File: src/rtl/victim_buffer_nway_pkg.sv
// Shared cache definitions for the victim buffer: sizing defaults,
// the entry tag record and the controller state encoding.
package victim_buffer_nway_pkg;

   localparam int VICTIM_NUM_ENTRIES = 4;
   localparam int VICTIM_ADDR_BITS   = 28;

   typedef struct packed {
      logic                        valid;
      logic                        dirty;
      logic [VICTIM_ADDR_BITS-1:0] addr;
   } type_victim_entry_s;

   typedef enum logic [2:0] {
      ST_IDLE,
      ST_WB_WAIT,
      ST_FLUSH_SCAN,
      ST_FLUSH_WB,
      ST_FLUSH_DONE
   } type_victim_state_e;

endpackage

File: src/rtl/victim_buffer_nway_replace_sel.sv
// Insert slot chooser: same-address entry, swapped-out slot,
// lowest free slot, then the round-robin victim.
module victim_replace_sel #(
   parameter int NUM_ENTRIES = 4,
   parameter int IW          = $clog2(NUM_ENTRIES)
) (
   input  logic [NUM_ENTRIES-1:0] valid,
   input  logic [NUM_ENTRIES-1:0] dirty,
   input  logic [NUM_ENTRIES-1:0] match,
   input  logic                   take,
   input  logic [IW-1:0]          take_slot,
   input  logic [IW-1:0]          rr_ptr,
   output logic [IW-1:0]          slot,
   output logic                   use_rr,
   output logic                   displace
);

   logic [IW-1:0] match_slot;
   logic [IW-1:0] free_slot;

   always_comb begin
      match_slot = '0;
      free_slot  = '0;
      for (int i = NUM_ENTRIES - 1; i >= 0; i--) begin
         if (match[i]) match_slot = IW'(i);
         if (!valid[i]) free_slot = IW'(i);
      end
      slot   = rr_ptr;
      use_rr = 1'b0;
      if (|match) slot = match_slot;
      else if (take) slot = take_slot;
      else if (!(&valid)) slot = free_slot;
      else use_rr = 1'b1;
      displace = use_rr && valid[rr_ptr] && dirty[rr_ptr];
   end

endmodule

File: src/rtl/victim_buffer_nway.sv
// Fully-associative write-back victim buffer with swap-on-hit,
// round-robin replacement and a sequenced flush.
module victim_buffer_nway
   import victim_buffer_nway_pkg::*;
#(
   parameter int NUM_ENTRIES = VICTIM_NUM_ENTRIES,
   parameter int LINE_WIDTH  = 128,
   parameter int ADDR_BITS   = VICTIM_ADDR_BITS
) (
   input  logic                               clk,
   input  logic                               rst_n,
   input  logic                               lookup_req_i,
   input  logic [ADDR_BITS-1:0]               lookup_addr_i,
   output logic                               lookup_hit_o,
   output logic [LINE_WIDTH-1:0]              lookup_data_o,
   output logic                               lookup_dirty_o,
   input  logic                               take_i,
   input  logic                               insert_req_i,
   input  logic [ADDR_BITS-1:0]               insert_addr_i,
   input  logic [LINE_WIDTH-1:0]              insert_data_i,
   input  logic                               insert_dirty_i,
   output logic                               insert_ready_o,
   output logic                               wb_valid_o,
   input  logic                               wb_ready_i,
   output logic [ADDR_BITS-1:0]               wb_addr_o,
   output logic [LINE_WIDTH-1:0]              wb_data_o,
   input  logic                               flush_i,
   output logic                               flush_done_o,
   output logic [$clog2(NUM_ENTRIES+1)-1:0]   occupancy_o
);

   localparam int IW = $clog2(NUM_ENTRIES);
   localparam int OW = $clog2(NUM_ENTRIES + 1);

   type_victim_state_e state_q, state_d;

   logic [NUM_ENTRIES-1:0] valid_q, valid_d;
   logic [NUM_ENTRIES-1:0] dirty_q, dirty_d;
   logic [ADDR_BITS-1:0]   addr_q [NUM_ENTRIES];
   logic [LINE_WIDTH-1:0]  line_q [NUM_ENTRIES];
   logic [IW-1:0]          rr_q, rr_d;
   logic [IW-1:0]          idx_q, idx_d;
   logic                   pend_q, pend_d;
   logic [ADDR_BITS-1:0]   wb_addr_q;
   logic [LINE_WIDTH-1:0]  wb_data_q;
   logic                   hit_q, hit_dirty_q, hit_ent_q;
   logic [LINE_WIDTH-1:0]  hit_data_q;
   logic [IW-1:0]          hit_slot_q;
   logic [OW-1:0]          occ_q;

   logic [NUM_ENTRIES-1:0] lk_match, ins_match;
   logic [IW-1:0]          lk_slot, sel_slot;
   logic lk_any, wb_hit, take_en, ins_fire;
   logic use_rr, displace, cur_dirty, last;
   logic adv, flush_hs, flush_end;

   always_comb begin
      lk_match  = '0;
      ins_match = '0;
      lk_slot   = '0;
      for (int i = 0; i < NUM_ENTRIES; i++) begin
         lk_match[i]  = valid_q[i] && addr_q[i] == lookup_addr_i;
         ins_match[i] = valid_q[i] && addr_q[i] == insert_addr_i;
         if (lk_match[i]) lk_slot = IW'(i);
      end
   end

   assign lk_any         = |lk_match;
   assign wb_hit         = state_q == ST_WB_WAIT &&
                           wb_addr_q == lookup_addr_i;
   assign take_en        = take_i && hit_ent_q;
   assign insert_ready_o = state_q == ST_IDLE && !flush_i;
   assign ins_fire       = insert_req_i && insert_ready_o;
   assign cur_dirty      = valid_q[idx_q] && dirty_q[idx_q];
   assign last           = idx_q == IW'(NUM_ENTRIES - 1);

   victim_replace_sel #(
      .NUM_ENTRIES(NUM_ENTRIES),
      .IW         (IW)
   ) u_sel (
      .valid    (valid_q),
      .dirty    (dirty_q),
      .match    (ins_match),
      .take     (take_en),
      .take_slot(hit_slot_q),
      .rr_ptr   (rr_q),
      .slot     (sel_slot),
      .use_rr   (use_rr),
      .displace (displace)
   );

   always_comb begin
      state_d    = state_q;
      idx_d      = idx_q;
      rr_d       = rr_q;
      pend_d     = pend_q | flush_i;
      adv        = 1'b0;
      flush_hs   = 1'b0;
      flush_end  = 1'b0;
      wb_valid_o = 1'b0;
      unique case (state_q)
         ST_IDLE: begin
            if (ins_fire && displace) begin
               state_d = ST_WB_WAIT;
            end else if (pend_q) begin
               state_d = ST_FLUSH_SCAN;
               idx_d   = '0;
               pend_d  = flush_i;
            end
         end
         ST_WB_WAIT: begin
            wb_valid_o = 1'b1;
            if (wb_ready_i && pend_q) begin
               state_d = ST_FLUSH_SCAN;
               idx_d   = '0;
               pend_d  = flush_i;
            end else if (wb_ready_i) begin
               state_d = ST_IDLE;
            end
         end
         ST_FLUSH_SCAN: begin
            // dirty entries are offered straight from the scan slot
            wb_valid_o = cur_dirty;
            flush_hs   = cur_dirty && wb_ready_i;
            adv        = !cur_dirty || wb_ready_i;
            if (!adv) state_d = ST_FLUSH_WB;
         end
         ST_FLUSH_WB: begin
            wb_valid_o = 1'b1;
            flush_hs   = wb_ready_i;
            adv        = wb_ready_i;
         end
         ST_FLUSH_DONE: state_d = ST_IDLE;
         default:       state_d = ST_IDLE;
      endcase
      if (adv && last) begin
         flush_end = 1'b1;
         state_d   = ST_FLUSH_DONE;
         rr_d      = '0;
      end else if (adv) begin
         idx_d   = idx_q + 1'b1;
         state_d = ST_FLUSH_SCAN;
      end
      if (ins_fire && use_rr) rr_d = rr_q + 1'b1;
   end

   always_comb begin
      wb_addr_o = '0;
      wb_data_o = '0;
      if (state_q == ST_WB_WAIT) begin
         wb_addr_o = wb_addr_q;
         wb_data_o = wb_data_q;
      end else if (wb_valid_o) begin
         wb_addr_o = addr_q[idx_q];
         wb_data_o = line_q[idx_q];
      end
   end

   // take clears first so an insert into the swapped slot wins
   always_comb begin
      valid_d = valid_q;
      dirty_d = dirty_q;
      if (take_en) begin
         valid_d[hit_slot_q] = 1'b0;
         dirty_d[hit_slot_q] = 1'b0;
      end
      if (flush_hs) dirty_d[idx_q] = 1'b0;
      if (ins_fire) begin
         dirty_d[sel_slot] = insert_dirty_i |
                             (|ins_match && dirty_d[sel_slot]);
         valid_d[sel_slot] = 1'b1;
      end
      if (flush_end) begin
         valid_d = '0;
         dirty_d = '0;
      end
   end

   always_ff @(posedge clk or negedge rst_n) begin
      if (!rst_n) begin
         state_q     <= ST_IDLE;
         valid_q     <= '0;
         dirty_q     <= '0;
         addr_q      <= '{default: '0};
         rr_q        <= '0;
         idx_q       <= '0;
         pend_q      <= 1'b0;
         wb_addr_q   <= '0;
         wb_data_q   <= '0;
         hit_q       <= 1'b0;
         hit_dirty_q <= 1'b0;
         hit_ent_q   <= 1'b0;
         hit_data_q  <= '0;
         hit_slot_q  <= '0;
         occ_q       <= '0;
      end else begin
         state_q <= state_d;
         valid_q <= valid_d;
         dirty_q <= dirty_d;
         rr_q    <= rr_d;
         idx_q   <= idx_d;
         pend_q  <= pend_d;
         occ_q   <= OW'($countones(valid_d));
         if (ins_fire) addr_q[sel_slot] <= insert_addr_i;
         if (ins_fire && displace) begin
            wb_addr_q <= addr_q[sel_slot];
            wb_data_q <= line_q[sel_slot];
         end
         hit_q       <= lookup_req_i && (lk_any || wb_hit);
         hit_dirty_q <= lookup_req_i && lk_any && dirty_q[lk_slot];
         hit_ent_q   <= lookup_req_i && lk_any &&
                        !(ins_fire && sel_slot == lk_slot);
         hit_slot_q  <= lk_slot;
         if (lookup_req_i && lk_any) begin
            hit_data_q <= line_q[lk_slot];
         end else if (lookup_req_i && wb_hit) begin
            hit_data_q <= wb_data_q;
         end
      end
   end

   always_ff @(posedge clk) begin
      if (ins_fire) line_q[sel_slot] <= insert_data_i;
   end

   assign lookup_hit_o   = hit_q;
   assign lookup_data_o  = hit_data_q;
   assign lookup_dirty_o = hit_dirty_q;
   assign flush_done_o   = state_q == ST_FLUSH_DONE;
   assign occupancy_o    = occ_q;

endmodule

File: config.mk
export PLATFORM = sky130hd
export DESIGN_NAME = victim_buffer_nway
export DESIGN_NICKNAME = d
export VERILOG_FILES = /design/src/rtl/victim_buffer_nway_pkg.sv /design/src/rtl/victim_buffer_nway_replace_sel.sv /design/src/rtl/victim_buffer_nway.sv
export SDC_FILE = /design/constraint.sdc
export NUM_CORES = 2
export LEC_CHECK = 0
export ABC_CLOCK_PERIOD_IN_PS = 12710
export CAP_MARGIN = 40
export CORE_UTILIZATION = 35
export CTS_CLUSTER_SIZE = 20
export DETAILED_ROUTE_END_ITERATION = 7
export GPL_TIMING_DRIVEN = 1
export SLEW_MARGIN = 10
export SYNTH_ARGS = -nofsm -noshare
export SYNTH_HDL_FRONTEND = slang
export SYNTH_SLANG_ARGS = --single-unit
File: constraint.sdc
create_clock -name clk -period 12.71 [get_ports clk]
set_clock_uncertainty 0.2 [all_clocks]
set_input_delay 3.813 -clock clk [delete_from_list [all_inputs] [get_ports clk]]
set_output_delay 3.813 -clock clk [all_outputs]
set_load 0.005 [all_outputs]
==> Word level (Yosys, flattened, before mapping) <==
Memories as Yosys holds them, arrays and structs flattened. A register that Yosys moved wholly into a read port is not among the register bits.
Index checks and enable logic that the tools add are counted.
{ "classes": {"n_mux": 84, "n_eq_ne": 19, "n_bitwise": 10, "magnitude_cmp": 11, "add_sub_neg": 5, "reduce_logical": 45} }
{ "ops": {"columns": ["op", "n"], "rows": [
  ["128-bit 2-to-1 mux", 4],
  ["28-bit equality test", 9],
  ["28-bit 2-to-1 mux", 7],
  ["28-bit binary-select mux with 2-bit select", 2],
  ["112-bit bitwise mux", 1],
  ["28-bit demux with 2-bit select", 1],
  ["2-bit 2-to-1 mux", 20],
  ["1-bit logical AND", 31],
  ["4-bit 2-to-1 mux", 7],
  ["3-bit 2-to-1 mux", 7],
  ["1-bit 2-to-1 mux", 19],
  ["2-bit by 3-bit < comparator with 1-bit output (second input constant)", 5],
  ["4-bit bitwise AND", 3],
  ["1-bit binary-select mux with 2-bit select", 6],
  ["3-bit one-hot mux with 4 select lines", 1],
  ["5-bit by 3-bit != test with 1-bit output (second input constant)", 2],
  ["4-bit NOT", 2],
  ["1-bit one-hot mux with 2 select lines", 4],
  ["4-bit AND reduction", 2],
  ["4-bit OR reduction", 2],
  ["1-bit demux with 2-bit select", 3],
  ["3-bit by 2-bit equality test with 1-bit output (second input constant)", 2],
  ["2-bit by 1-bit greater-or-equal comparator with 1-bit output (second input constant)", 3],
  ["3-bit greater-or-equal comparator (second input constant)", 2],
  ["other kinds (20)", 29]
]} }
{ "totals": {"word_cells": 192, "reg_bits": 292, "n_memories": 1, "output_inout_bits": 292, "ramBits": 512} }
{ "memory_table": {"columns": ["name", "depth", "width", "read_ports", "rd_ports_with_merged_regs", "wr", "line_no", "source"], "rows": [
  ["line_q", 4, 128, 3, 1, 1, "victim_buffer_nway.sv:40", "logic [LINE_WIDTH-1:0] line_q [NUM_ENTRIES];"]
]} }

==> Depth between registers and ports, before layout <==
{ "logic_depth": {"depth_word": 16, "depth_mapped": 15, "depth_no_buf": 12} }

==> Cells and area by module <==
Synthesis repeated with hierarchy kept, for this count alone.
{ "unflattened": {"hier_cells": 3486, "area_unflattened_um2": 48740.5} }
{ "modules_own_cells": {"columns": ["module", "seq_area_each_um2", "cells_each", "area_per_inst_um2", "n_inst"], "rows": [
  ["victim_buffer_nway", 25884.8, 3465, 48602.9, 1],
  ["victim_replace_sel", 0.0, 21, 137.6, 1]
]} }

==> Least setup slack after synthesis <==
OpenSTA, ideal clock, no wires.
{ "synth_timing": {"path_type": "input to register", "startpoint": "input insert_addr_i[22]", "endpoint": "register occ_q[1] (netlist: occupancy_o[1])", "stages": 12, "setup_slack_ns": 1.477, "required_time_ns": 12.384, "arrival_time_ns": 10.907, "n_path_buf": 2, "cell_sequence": "buf_2 > xnor2_1 > nand4_1 > nor4_1 > nand4_1 > a21oi_1 > clkbuf_1 > o21ai_0 > fa_1 > inv_1 > ha_1 > ha_1"} }
{ "synth_between": {"elab_chain_len": 16} }
{ "synth_lines": {"columns": ["item", "line_no", "source"], "rows": [
  ["start, declared", "victim_buffer_nway.sv:19", "input logic [ADDR_BITS-1:0] insert_addr_i,"],
  ["28-bit equality test", "victim_buffer_nway.sv:63", "ins_match[i] = valid_q[i] && addr_q[i] == insert_addr_i;"],
  ["1-bit logical AND", "victim_buffer_nway.sv:63", null],
  ["2-bit 2-to-1 mux (4 in a row)", "victim_buffer_nway_replace_sel.sv:25", "if (match[i]) match_slot = IW'(i);"],
  ["2-bit 2-to-1 mux (*)", "victim_buffer_nway_replace_sel.sv:30", "if (|match) slot = match_slot;"],
  ["2-bit by 3-bit < comparator with 1-bit output (not written as such) / 2-bit by 1-bit greater-or-equal comparator with 1-bit output (equally long branches)", "victim_buffer_nway.sv:171", "valid_d[sel_slot] = 1'b1;"],
  ["1-bit logical AND (not written as such)", "victim_buffer_nway.sv:171", null],
  ["1-bit 2-to-1 mux (not written as such)", "victim_buffer_nway.sv:171", null],
  ["1-bit demux with 2-bit select (*)", "victim_buffer_nway.sv:171", null],
  ["4-bit bitwise OR (no line) (*)", null, null],
  ["4-bit 2-to-1 mux (*)", "victim_buffer_nway.sv:168", "if (ins_fire) begin"],
  ["4-bit 2-to-1 mux (*)", "victim_buffer_nway.sv:173", "if (flush_end) begin"],
  ["1-bit by 1-bit adder with 2-bit output (not written as such)", "victim_buffer_nway.sv:203", "occ_q <= OW'($countones(valid_d));"],
  ["2-bit by 2-bit adder with 3-bit output (not written as such) (*)", "victim_buffer_nway.sv:203", null],
  ["end signal, assigned", "victim_buffer_nway.sv:203", null],
  ["end, declared", "victim_buffer_nway.sv:49", "logic [OW-1:0] occ_q;"]
]} }
Every way passes the cells marked *; elsewhere a longest branch is shown, timed or not.
A chain may end at the register's enable or synchronous reset.

==> Worst setup path in the final report <==
{ "layout_timing": {"startpoint": "input flush_i", "endpoint": "output insert_ready_o"} }
{ "layout_between": {"elab_chain_len": 2} }
{ "layout_lines": {"columns": ["item", "line_no", "source"], "rows": [
  ["start, declared", "victim_buffer_nway.sv:27", "input logic flush_i,"],
  ["1-bit zero test", "victim_buffer_nway.sv:72", "assign insert_ready_o = state_q == ST_IDLE && !flush_i;"],
  ["1-bit logical AND", "victim_buffer_nway.sv:72", null],
  ["end, declared", "victim_buffer_nway.sv:22", "output logic insert_ready_o,"]
]} }
Every way passes these cells.

==> results.toml <==
[worst_setup_path]
critPathKind = "input pin to primary output"
startpoint_type = "input pin"
critPathRequiredTime_ps = 8700
critPathMaxFanout = 3
worstPathArrival_ps = 5150
r2r_setup_slack_ps = 7680
endpoint_kind = "primary output"
crit_path_start = "flush_i"
r2r_start = "addr_q[37]$_DFFE_PN0P_"

[clocking]
clock_latency_ps = 730
post_cts_resized = 0
cts_tree = "yes"
ctsHoldBuffers = 0
cts_root_buf = "clkbuf_16"
postCtsSetupRepairBufs = 0
numCtsBuffers = 105
cts_sinks = 932
htree_levels = 3
path_clk_slew_ps = 70
cts_max_path_buffers = 3

[synth]
synth_edf_count = 512
syn_inst = 4285
synth_compound_area_share_pct = 10.8
syn_area_um2 = 51500
synthAdderAreaFrac_pct = 0.185
ys_ff_latch = 932
async_flop_share_pct = 45.1
synth_top_family_by_area = "multiplexers"
synth_nets = 4484
avgSynthCellArea_um2 = 12.0
ys_warn_count = 0
synth_xor_area_share_pct = 4.34
ys.flop_type = "edfxtp_1"
synth-simple-area-share_pct = 7.70
synth_cell_type_count = 64
yosysSeqAreaShare_pct = 50.3
synthMuxAreaShare_pct = 22.3

[die]
die-area_um2 = 149000
row_count = 140
core_um2 = 146000
start_util_pct = 35.3
die_x_um = 386
die_h_um = 386
ios = 484

[sta]
max_freq_ghz = 0.109
rsz0062_at_grt = "false"
period_minus_slack_ps = 9160
post-route-period-util_pct = 72.1
hold_viol_final = 0
tightest_slew_ps = 1030
holdWs_ps = 303
setup-tns-final_ps = 0
setup_viol = 0
relSlewSlack_pct = 31.2
fin_ws_ps = 3550
slew_viol_final = 0

[grt]
grt_usage_pct = 25.8
grt_max_degree = 164
grt_pass1_wl_um = 280000
grt_antenna_before_repair = 31
grt_pass1_vias = 39200
grt_overflow = 0

[run_status]
outcome = "finished, violations left"
violations = "DRC"

[run]
max_cap_violations = 0

[detailed_routing]
routed_wl_um = 196000
drt_iter0_drc = 3613
first_pass_iters = 8
drtAntennaViolNets = 0
post_drt_wl_per_cell_um = 29.7
drcViolationCount = 7
vias = 38700
vias_per_cell = 5.87

[pwr]
p_per_area_nw_per_um2 = 168
p_comb_share_pct = 33.1
seqPwrFrac_pct = 37.2
ir_drop_mv = 0.135
clockPowerShare_pct = 29.8
total_power_uw = 10400
switching_share_pct = 35.3
p_leak_uw = 0.0252
p_sw_uw = 3670
power.internal_uw = 6730

[placement]
port_buffers = 483
pre_cts_slack_ps = 3530
gp_congestion = 1.05
dpl.hpwl_um = 122000

[layout]
syn_to_final_growth_pct = 20.1
finalNetCount = 4775
drive_gt1_share_pct = 14.7

[min_path]
hp-class = "flip-flop to flip-flop"
hold_start = "rr_q[0]$_DFFE_PN0P_"
state kept, by name, summed over array words and instances (netlist names):
| name | cells |
|---|---|
| hit_slot_q | 2 |
| valid_q | 4 |
| state_q | 3 |
| lookup_data_o | 128 |
| occupancy_o | 3 |
| addr_q | 112 |
| lookup_dirty_o | 1 |
| lookup_hit_o | 1 |
| dirty_q | 4 |
| hit_ent_q | 1 |
| wb_addr_q | 28 |
| idx_q | 2 |
| line_q | 512 |
| wb_data_q | 128 |
| rr_q | 2 |
| pend_q | 1 |
worst paths after layout:
kind                       cells after the start                        end
setup / recovery                               3             insert_ready_o
hold / removal                                 1        rr_q[0]$_DFFE_PN0P_
min in group asynchronous                      1  wb_addr_q[16]$_DFFE_PN0P_
max in group asynchronous                      2         idx_q[0]$_DFF_PN0_
hold reg to reg                                1        rr_q[0]$_DFFE_PN0P_
setup reg to reg                              10  wb_data_q[32]$_DFFE_PN0P_
layer usage:
| metal | vias to the layer above | global-route usage, % | routed length (µm) |
|---|---|---|---|
| met5 | - | 0 | 259 |
| met1 | 19700 | 33.5 | 80500 |
| met4 | 40 | 10.4 | 7940 |
| met2 | 1782 | 41.3 | 91000 |
| li1 | 16700 | - | - |
| met3 | 444 | 6.32 | 16200 |
worst max-delay path: stages:
cell,delay (ps)
clkdlybuf4s50_1,420
nor4_1,330
clkdlybuf4s50_1,580
cell type report:
type,instances,area [µm²]
Sequential cell,932,25900
Inverter,144,546
Clock inverter,54,541
Multi-Input combinational cell,2816,23400
Clock buffer,146,2960
Antenna cell,10,25.0
Tap cell,1917,2400
Timing Repair Buffer,577,6090
Fill cell,13600,84100
power by group through the flow:
stage | logic, µW | registers, µW | clock network [µW]
2_1_floorplan | 2200 | 3730 | 0
3_3_place_gp | 3320 | 3930 | 0
3_5_place_dp | 3410 | 3910 | 0
4_1_cts | 3430 | 3850 | 3160
5_1_grt | 3610 | 3890 | 3270
6_report | 3440 | 3860 | 3100
cells in the mapped netlist, drive strengths merged (7+ instances only):
cell type | instances | area [µm²]
xor2 | 71 | 622
nor4 | 33 | 219
nor3 | 9 | 45.0
a211oi | 133 | 1000
o21ai | 164 | 821
edfxtp | 512 | 15400
a21oi | 161 | 817
nand2 | 207 | 777
nand4 | 71 | 450
nand3 | 272 | 1360
nor3b | 7 | 52.6
and2 | 9 | 56.3
or4 | 14 | 105
inv | 144 | 541
nor2 | 175 | 657
buf | 163 | 916
mux2 | 245 | 2760
a22o | 156 | 1370
clkbuf | 230 | 865
a21boi | 131 | 983
mux4 | 157 | 3540
a31oi | 8 | 56.3
a222oi | 26 | 260
mux2i | 516 | 5160
dfrtp | 420 | 10500
xnor2 | 184 | 1610
stage by stage:
step / utilization [%] / area [µm²] / std cells
after floorplan: - / 51500 / 4285
after global placement: 39.6 / 57700 / 6360
after detailed placement: 40.0 / 58300 / 6386
after CTS: 42.4 / 61800 / 6586
after global routing: 42.4 / 61800 / 6592
final: 42.4 / 61800 / 6596
cells in the final DEF (no fill, tap or decap), types with 164 or more instances in the layout:
cell type        count
nand3_1            271
dfrtp_1            418
xnor2_1            184
nand2_1            206
nor2_1             175
clkdlybuf4s50_1    482
mux2_2             245
edfxtp_1           512
mux2i_1            516
o21ai_0            164
cells by family after synthesis:
family          after synthesis
flops                       932
mux                         918
fa+ha+maj                     7
compound gates              807
simple gates                829
buf+inv                     537
xor+xnor                    255
Power figures use the tool's default switching activity.
